$ cat config.mk
export PLATFORM = sky130hd
export DESIGN_NAME = uart_frame_loader
export DESIGN_NICKNAME = d
export VERILOG_FILES = /design/src/rtl/cnn_uart_pkg.sv /design/src/rtl/uart_byte_timer.sv /design/src/rtl/uart_frame_loader.sv
export SDC_FILE = /design/constraint.sdc
export NUM_CORES = 1
export LEC_CHECK = 0
export ABC_AREA = 1
export CAP_MARGIN = 0
export CORE_ASPECT_RATIO = 1.4
export CORE_MARGIN = 5
export CORE_UTILIZATION = 35
export CTS_CLUSTER_SIZE = 14
export DETAILED_ROUTE_END_ITERATION = 16
export PLACE_DENSITY = 0.64
export SLEW_MARGIN = 10
export SYNTH_ARGS = -nofsm -noshare
export SYNTH_HDL_FRONTEND = slang
export SYNTH_SLANG_ARGS = --single-unit
export TNS_END_PERCENT = 10
$ cat constraint.sdc
create_clock -name clk -period 4.8 [get_ports clk]
set_input_delay 0.72 -clock clk [delete_from_list [all_inputs] [get_ports clk]]
set_output_delay 0.72 -clock clk [all_outputs]
set_load 0.02 [all_outputs]
$ cat src/rtl/cnn_uart_pkg.sv
// Shared types and protocol constants for the UART frame loader.
package cnn_uart_pkg;

  typedef enum logic [2:0] {
    ST_HUNT,
    ST_CMD,
    ST_PAYLOAD,
    ST_CSUM,
    ST_SEND,
    ST_WAIT_TX
  } state_t;

  localparam logic [7:0] SYNC_BYTE = 8'hA5;
  localparam logic [7:0] CMD_LOAD  = 8'h01;
  localparam logic [7:0] CMD_PING  = 8'h02;
  localparam logic [7:0] ACK_BYTE  = 8'h06;
  localparam logic [7:0] NAK_BYTE  = 8'h15;

endpackage

$ cat src/rtl/uart_byte_timer.sv
// Reloadable down-counter measuring idle cycles between received bytes.
// expired fires on the TIMEOUT_CYC-th consecutive enabled cycle after a reload.
module uart_byte_timer #(
  parameter int unsigned TIMEOUT_CYC = 5_000_000
) (
  input  logic clk,
  input  logic rst,
  input  logic reload,
  input  logic enable,
  output logic expired
);

  localparam int CNT_W = $clog2(TIMEOUT_CYC + 1);
  localparam logic [CNT_W-1:0] LOAD_VAL = CNT_W'(TIMEOUT_CYC);

  logic [CNT_W-1:0] count;

  always_ff @(posedge clk) begin
    if (rst || reload) begin
      count <= LOAD_VAL;
    end else if (enable && (count != '0)) begin
      count <= count - CNT_W'(1);
    end
  end

  assign expired = enable && !reload && (count == CNT_W'(1));

endmodule

$ cat src/rtl/uart_frame_loader.sv
// Parses SYNC/CMD/payload/CSUM frames from the UART receiver, fills the CNN
// input buffer and answers ACK/NAK. Define CHECKSUM_EN to require the CSUM byte.
module uart_frame_loader
  import cnn_uart_pkg::*;
#(
  parameter int unsigned NUM_BYTES   = 784,
  parameter int unsigned ADDR_W      = 10,
  parameter int unsigned TIMEOUT_CYC = 5_000_000
) (
  input  logic              clk,
  input  logic              rst,
  input  logic              rx_rdy,
  input  logic [7:0]        rx_data,
  output logic              clr_rx_rdy,
  output logic              trmt,
  output logic [7:0]        tx_data,
  input  logic              tx_done,
  output logic              mem_we,
  output logic [ADDR_W-1:0] mem_addr,
  output logic [7:0]        mem_wdata,
  output logic              busy,
  output logic              frame_done,
  output logic              frame_err
);

  localparam logic [ADDR_W-1:0] LAST_ADDR = ADDR_W'(NUM_BYTES - 1);

  state_t            state, state_nxt;
  logic [ADDR_W-1:0] addr_q, addr_d;
  logic [7:0]        tx_byte_q, tx_byte_d;
  logic              good_load_q, good_load_d;
  logic              mem_we_d;
  logic [ADDR_W-1:0] mem_addr_d;
  logic [7:0]        mem_wdata_d;
  logic              frame_err_q, frame_err_d;
`ifdef CHECKSUM_EN
  logic [7:0]        sum_q, sum_d;
`endif

  logic in_frame;
  logic timer_expired;

  assign in_frame = (state == ST_CMD) || (state == ST_PAYLOAD) || (state == ST_CSUM);

  // Timer restarts on every consumed byte and stays loaded outside a frame.
  uart_byte_timer #(
    .TIMEOUT_CYC(TIMEOUT_CYC)
  ) u_timer (
    .clk    (clk),
    .rst    (rst),
    .reload (!in_frame || clr_rx_rdy),
    .enable (in_frame && !rx_rdy),
    .expired(timer_expired)
  );

  always_ff @(posedge clk) begin
    if (rst) begin
      state       <= ST_HUNT;
      addr_q      <= '0;
      tx_byte_q   <= 8'h00;
      good_load_q <= 1'b0;
      mem_we      <= 1'b0;
      mem_addr    <= '0;
      mem_wdata   <= 8'h00;
      frame_err_q <= 1'b0;
`ifdef CHECKSUM_EN
      sum_q       <= 8'h00;
`endif
    end else begin
      state       <= state_nxt;
      addr_q      <= addr_d;
      tx_byte_q   <= tx_byte_d;
      good_load_q <= good_load_d;
      mem_we      <= mem_we_d;
      mem_addr    <= mem_addr_d;
      mem_wdata   <= mem_wdata_d;
      frame_err_q <= frame_err_d;
`ifdef CHECKSUM_EN
      sum_q       <= sum_d;
`endif
    end
  end

  always_comb begin
    state_nxt   = state;
    addr_d      = addr_q;
    tx_byte_d   = tx_byte_q;
    good_load_d = good_load_q;
    mem_we_d    = 1'b0;
    mem_addr_d  = mem_addr;
    mem_wdata_d = mem_wdata;
    frame_err_d = 1'b0;
    clr_rx_rdy  = 1'b0;
    trmt        = 1'b0;
    tx_data     = 8'h00;
    frame_done  = 1'b0;
`ifdef CHECKSUM_EN
    sum_d       = sum_q;
`endif

    unique case (state)
      ST_HUNT: begin
        clr_rx_rdy = rx_rdy;
        if (rx_rdy && (rx_data == SYNC_BYTE)) begin
          state_nxt   = ST_CMD;
          addr_d      = '0;
          good_load_d = 1'b0;
`ifdef CHECKSUM_EN
          sum_d       = 8'h00;
`endif
        end
      end

      ST_CMD: begin
        clr_rx_rdy = rx_rdy;
        if (timer_expired) begin
          state_nxt   = ST_HUNT;
          frame_err_d = 1'b1;
        end else if (rx_rdy) begin
          if (rx_data == CMD_LOAD) begin
            state_nxt   = ST_PAYLOAD;
            good_load_d = 1'b1;
`ifdef CHECKSUM_EN
            sum_d       = rx_data;
`endif
          end else if (rx_data == CMD_PING) begin
`ifdef CHECKSUM_EN
            state_nxt = ST_CSUM;
            sum_d     = rx_data;
`else
            state_nxt = ST_SEND;
            tx_byte_d = ACK_BYTE;
`endif
          end else begin
            state_nxt   = ST_SEND;
            tx_byte_d   = NAK_BYTE;
            frame_err_d = 1'b1;
          end
        end
      end

      ST_PAYLOAD: begin
        clr_rx_rdy = rx_rdy;
        if (timer_expired) begin
          state_nxt   = ST_HUNT;
          frame_err_d = 1'b1;
        end else if (rx_rdy) begin
          mem_we_d    = 1'b1;
          mem_addr_d  = addr_q;
          mem_wdata_d = rx_data;
          addr_d      = addr_q + ADDR_W'(1);
`ifdef CHECKSUM_EN
          sum_d       = sum_q + rx_data;
`endif
          if (addr_q == LAST_ADDR) begin
`ifdef CHECKSUM_EN
            state_nxt = ST_CSUM;
`else
            state_nxt = ST_SEND;
            tx_byte_d = ACK_BYTE;
`endif
          end
        end
      end

`ifdef CHECKSUM_EN
      ST_CSUM: begin
        clr_rx_rdy = rx_rdy;
        if (timer_expired) begin
          state_nxt   = ST_HUNT;
          frame_err_d = 1'b1;
        end else if (rx_rdy) begin
          state_nxt = ST_SEND;
          if (rx_data == sum_q) begin
            tx_byte_d = ACK_BYTE;
          end else begin
            tx_byte_d   = NAK_BYTE;
            good_load_d = 1'b0;
            frame_err_d = 1'b1;
          end
        end
      end
`endif

      // good_load_q survives only a LOAD that was never NAKed.
      ST_SEND: begin
        trmt       = 1'b1;
        tx_data    = tx_byte_q;
        frame_done = good_load_q;
        state_nxt  = ST_WAIT_TX;
      end

      ST_WAIT_TX: begin
        if (tx_done) begin
          state_nxt = ST_HUNT;
        end
      end

      default: begin
        state_nxt = ST_HUNT;
      end
    endcase
  end

  assign busy      = (state != ST_HUNT);
  assign frame_err = frame_err_q;

endmodule
; Word level (Yosys, flattened, before mapping)
; Cells that the tools add are included.
[op_classes]
add_sub_neg = 2
eq_ne = 22
n_reduce_logical = 25
n_mux = 37
bitwise_logic = 2
[ops]
columns = operator, count
row1 = $mux 8, 7
row2 = $mux 10, 3
row3 = $mux 3, 8
row4 = $eq 23x1->1 const B, 1
row5 = $reduce_bool 23->1, 1
row6 = $sub 23x1->23 const B, 1
row7 = $pmux 10 s2, 1
row8 = $pmux 8 s2, 1
row9 = $pmux 3 s5, 1
row10 = $ne 2x2->1 const B, 7
row11 = $mux 1, 13
row12 = $add 10x1->10 const B, 1
row13 = $eq 10x10->1 const B, 1
row14 = $reduce_and 5->1, 2
row15 = $eq 8x1->1 const B, 1
row16 = $eq 8x2->1 const B, 1
row17 = $eq 8x8->1 const B, 1
row18 = $reduce_and 7->1, 1
row19 = $eq 3x2->1 const B, 2
row20 = $eq 3x3->1 const B, 2
row21 = $ne 3x3->1 const B, 2
row22 = $reduce_bool 2->1, 3
row23 = $reduce_or 3->1, 2
row24 = $logic_and 1x1->1, 5
row25 = 12 further kinds, 20
[totals]
ff_bits = 65
in_bits = 12
elab_cells = 97
out_inout_bits = 32

; Depth between registers and ports, before layout
[logic_depth]
ltp_word = 10
ltp_mapped = 11
mapped_depth_nobuf = 11

; Modules after synthesis
; A second synthesis with hierarchy kept.
[unflattened]
cells_unflattened = 525
area_unflattened_um2 = 3444.6
[by_module_without_submodules]
columns = mod, instances, seq_area_each_um2, area_per_inst_um2, cells_each
row1 = uart_frame_loader, 1, 740.7, 1909.3, 284
row2 = uart_byte_timer, 1, 460.4, 1535.2, 241

; Worst setup path after synthesis
; OpenSTA, ideal clock, no wires.
[synth_path]
kind = register -> output
startpoint = register state[1]
endpoint = output tx_data[4]
stages_incl_launch_ff = 7
t_arrival_ns = 1.613
n_path_buf = 1
path_slack_ns = 2.467
t_required_ns = 4.080
cell_sequence = dfxtp_1 > nor2_2 > inv_2 > nor2_1 > inv_1 > nor2_1 > buf_4
[synth_via]
elab_chain_len = 2
[synth_lines]
columns = item, line_no
row1 = "start, declared", uart_frame_loader.sv:28  ; state_t state, state_nxt;
row2 = "start signal, assigned", uart_frame_loader.sv:70  ; state <= state_nxt;
row3 = $eq 3x3->1, uart_frame_loader.sv:101  ; unique case (state)
row4 = $mux 8, uart_frame_loader.sv:101
row5 = "end, declared", uart_frame_loader.sv:16  ; output logic [7:0] tx_data,
; Every way passes these cells.

; Worst setup path after layout
[layout_path]
startpoint = input rx_rdy
endpoint = output clr_rx_rdy
[layout_via]
elab_chain_len = 1
[layout_lines]
columns = item, line_no
row1 = "start, declared", uart_frame_loader.sv:12  ; input logic rx_rdy,
row2 = $mux 1, uart_frame_loader.sv:101
row3 = "end, declared", uart_frame_loader.sv:14  ; output logic clr_rx_rdy,
; Every way passes these cells.

==> metrics.md <==
| Metric | Value |
|---|---|
| Status | finished, final reports clean |
| Routed Antenna Nets | 0 |
| H-tree lvl count | 3 |
| Critical Path AT | 2.05 ns |
| Synth Area per Inst | 6.78 um^2 |
| Number of global-route vias before repair | 3104 |
| Number of flops mapped to enable cells by yosys | 0 |
| Yosys top cell by area | dfxtp_1 |
| Synth warn | 0 |
| Synth cell types | 38 |
| HPWL after DPL | 6.19 mm |
| # clock sinks | 60 |
| Layout cells sized above 1 | 0.102 |
| FMAX | 362 MHz |
| Die area | 11500 um^2 |
| Worst slack, placed | 1.86 ns |
| Pleak | 1.63 nW |
| Ys flop type | dfxtp_1 |
| Critical R2R Capture | addr_q[8]$_SDFFE_PP0P_ |
| Cells along the critical path | clkdlybuf4s50_1 > o21ai_2 > inv_1 > clkdlybuf4s50_1 |
| CP max-delay cell | clkdlybuf4s50_1 |
| Setup crit end kind | primary output |
| WL final | 8.19 mm |
| First-pass DRT Iterations | 4 |
| GRT Total Usage | 0.150 |
| RD Place Congestion | 0.900 |
| Std cell rows | 42 |
| Die W | 92.2 um |
| Post-CTS setup buffer count | 0 |
| Top delay family on crit path | buffers and inverters |
| I/O pin cnt | 44 |
| R2R setup slack | 2.66 ns |
| Wire per inst | 12.8 um |
| Top fanout value on the critical path | 4 |
| Syn Std Cell Area | 3310 um^2 |
| Crit-path max cell delay | 0.60 ns |
| Worst Hold Class | reg2reg |
| Clock transition at the registers of the reported paths | 0.06 ns |
| Post-route minimum period | 2.77 ns |
| Die height | 125 um |
| N_diodes | 0 |
| Hold Path End | addr_q[9]$_SDFFE_PP0P_ |
| Mapped Cells | 488 |
| Final setup fails | 0 |
| Hold Fails Final Rpt | 0 |
| Fin crit share | 0.576 |
| Max-slew violations | 0 |
| Bufs and invs on worst path | 3 |
| Grt total ovfl | 0 |
| Yosys top cell area share | 0.363 |
| CTS tree | built |
| Vias per inst | 4.75 |
| Initial drt markers | 77 |
| Cts bufs inserted | 9 |
| Port buffer count | 39 |
| Yosys reg bits | 60 |
| Max-slew headroom | 0.581 |
| Number of max-cap violations | 0 |
| Placeable Area | 9350 um^2 |
| Seq/Total Area, Yosys | 0.363 |
| Power Dens Cells | 446 nW/um^2 |
| Kind of critical path | in2out |
| Worst hold start | addr_q[9]$_SDFFE_PP0P_ |
| Area contributors post-synth | dfxtp_1 36%, nand2_1 12%, nor2_1 11% |
| Initial antenna violation count | 0 |
| Largest vdd supply drop | 0.000282 V |
| Dpl cells | 624 |
| WHS Path Cells | 2 |
| Most frequent CP cell | clkdlybuf4s50_1 |
| Area Growth Syn to Fin | 21.9% |
| Cts hold-fix bufs | 0 |
| Worst setup SP type | input pin |
| PnR worst setup slack | 2.03 ns |
| Total negative setup slack | 0 ns |
| First-pass GRT wire length | 14.2 mm |
| Skew final | 0.00724 ns |
| Worst EP required | 4.08 ns |
| Final Non-Filler Cells | 640 |
| RR Startpoint | state[2]$_SDFFE_PP0P_ |
| R2R depth | 9 |
| Clock latency on the worst-skew pair | 0.33 ns |
| Root Buffer | clkbuf_16 |
| Unrepaired setup endpoints after global routing | no |
| Worst slew pin tran | 0.628 ns |
| Largest net degree at the start of global routing | 29 |
| Via total after detailed routing | 3040 |
| Max clock buf depth | 2 |
| Synth async-reset ratio | 0 |
| Nets | 541 |
| DRC Markers | 0 |
| Post-cts sizing count | 0 |
| Initial Utilization | 0.354 |
==> synth_stat cells (5+ instances only) <==
cell type	instances
nand2_1	103
nor2_1	99
dfxtp_1	60
inv_1	53
a21oi_1	30
o21ai_0	25
nand3_1	23
xor2_1	15
a21oi_2	10
buf_4	7
nor3_1	6
nand2_2	5
o211ai_1	5
==> worst register-to-register path, stage by stage, from the launching register on <==
cell     delay (ns)
dfxtp_1        0.37
inv_2          0.13
nand3_4        0.14
nor2_2         0.34
buf_4          0.28
nor2_1         0.06
inv_1          0.06
nand2_2        0.17
o21ai_2        0.40
nor3b_2        0.09
==> layout by cell type, fill, tap and decap left out, types with 5 or more instances in the layout <==
master	netlist	layout
o21ai_0	25	25
a21oi_2	10	10
clkbuf_16	0	9
dfxtp_1	60	60
nand2_2	5	5
xor2_1	15	15
nor2_1	99	99
nand2_1	103	103
inv_1	53	53
a21oi_1	30	30
clkdlybuf4s50_1	0	39
o211ai_1	5	5
nand3_1	23	23
nor3_1	6	6
==> sequential cells by signal, summed over array words and instances (netlist names) <==
register / count
state: 3
addr_q: 10
mem_we: 1
frame_err: 1
good_load_q: 1
mem_wdata: 8
tx_byte_q: 3
mem_addr: 10
u_timer.count: 23
==> per-layer routing <==
layer / GRT usage / vias up / wire, um
li1: - / 1602 / -
met1: 0.171 / 1348 / 3460
met2: 0.267 / 70 / 4190
met3: 0.0373 / 20 / 330
met4: 0.0604 / 0 / 210
met5: 0 / - / 0
==> worst max path at each step <==
stage	from	endpoint	cells past startpoint	slack (ns)
floorplan	state[1]$_SDFFE_PP0P_	tx_data[4]	6	2.47
finish	rx_rdy	clr_rx_rdy	4	2.03
global placement	rst	u_timer.count[1]$_SDFFE_PP0P_	6	1.93
detailed placement	rst	u_timer.count[1]$_SDFFE_PP0P_	6	1.86
CTS	state[1]$_SDFFE_PP0P_	tx_data[0]	6	1.98
global route	state[1]$_SDFFE_PP0P_	tx_data[0]	6	1.90
==> logic make-up (layout without fill, tap and decap cells) <==
family	count (synthesis)	after routing	synth area share
buffers and inverters	78	117	0.111
AND/OR/NAND/NOR	253	253	0.328
other	1	4	0.00113
adder cells (fa/ha/maj)	4	4	0.0151
AO/OA/AOI/OAI	74	74	0.134
flip-flops	60	60	0.363
XOR/XNOR	18	18	0.0477
==> stage by stage <==
step	instance area (um^2)	util	hold slack, ns	power [mW]
after global placement	3730	0.399	0.447	1.15
after detailed placement	3730	0.399	0.456	1.16
after CTS	4030	0.431	0.464	1.81
final	4030	0.431	0.462	1.80
after floorplan	3320	-	0.436	1.03
after global routing	4030	0.431	0.493	1.90
==> where the power goes <==
| group | internal (mW) | switching, mW | total, mW |
|---|---|---|---|
| sequential | 0.539 | 0.0322 | 0.571 |
| combinational | 0.179 | 0.399 | 0.578 |
| clock | 0.404 | 0.246 | 0.650 |
==> cell type report <==
class | instances | area [um^2]
multi-input cells | 353 | 1750
clock inverters | 7 | 75.1
well taps | 110 | 138
flip-flops and latches | 60 | 1200
clock buffers | 9 | 225
inverters | 61 | 244
fillers | 1005 | 5320
repair buffers | 40 | 398
Power figures use the tool's default switching activity.
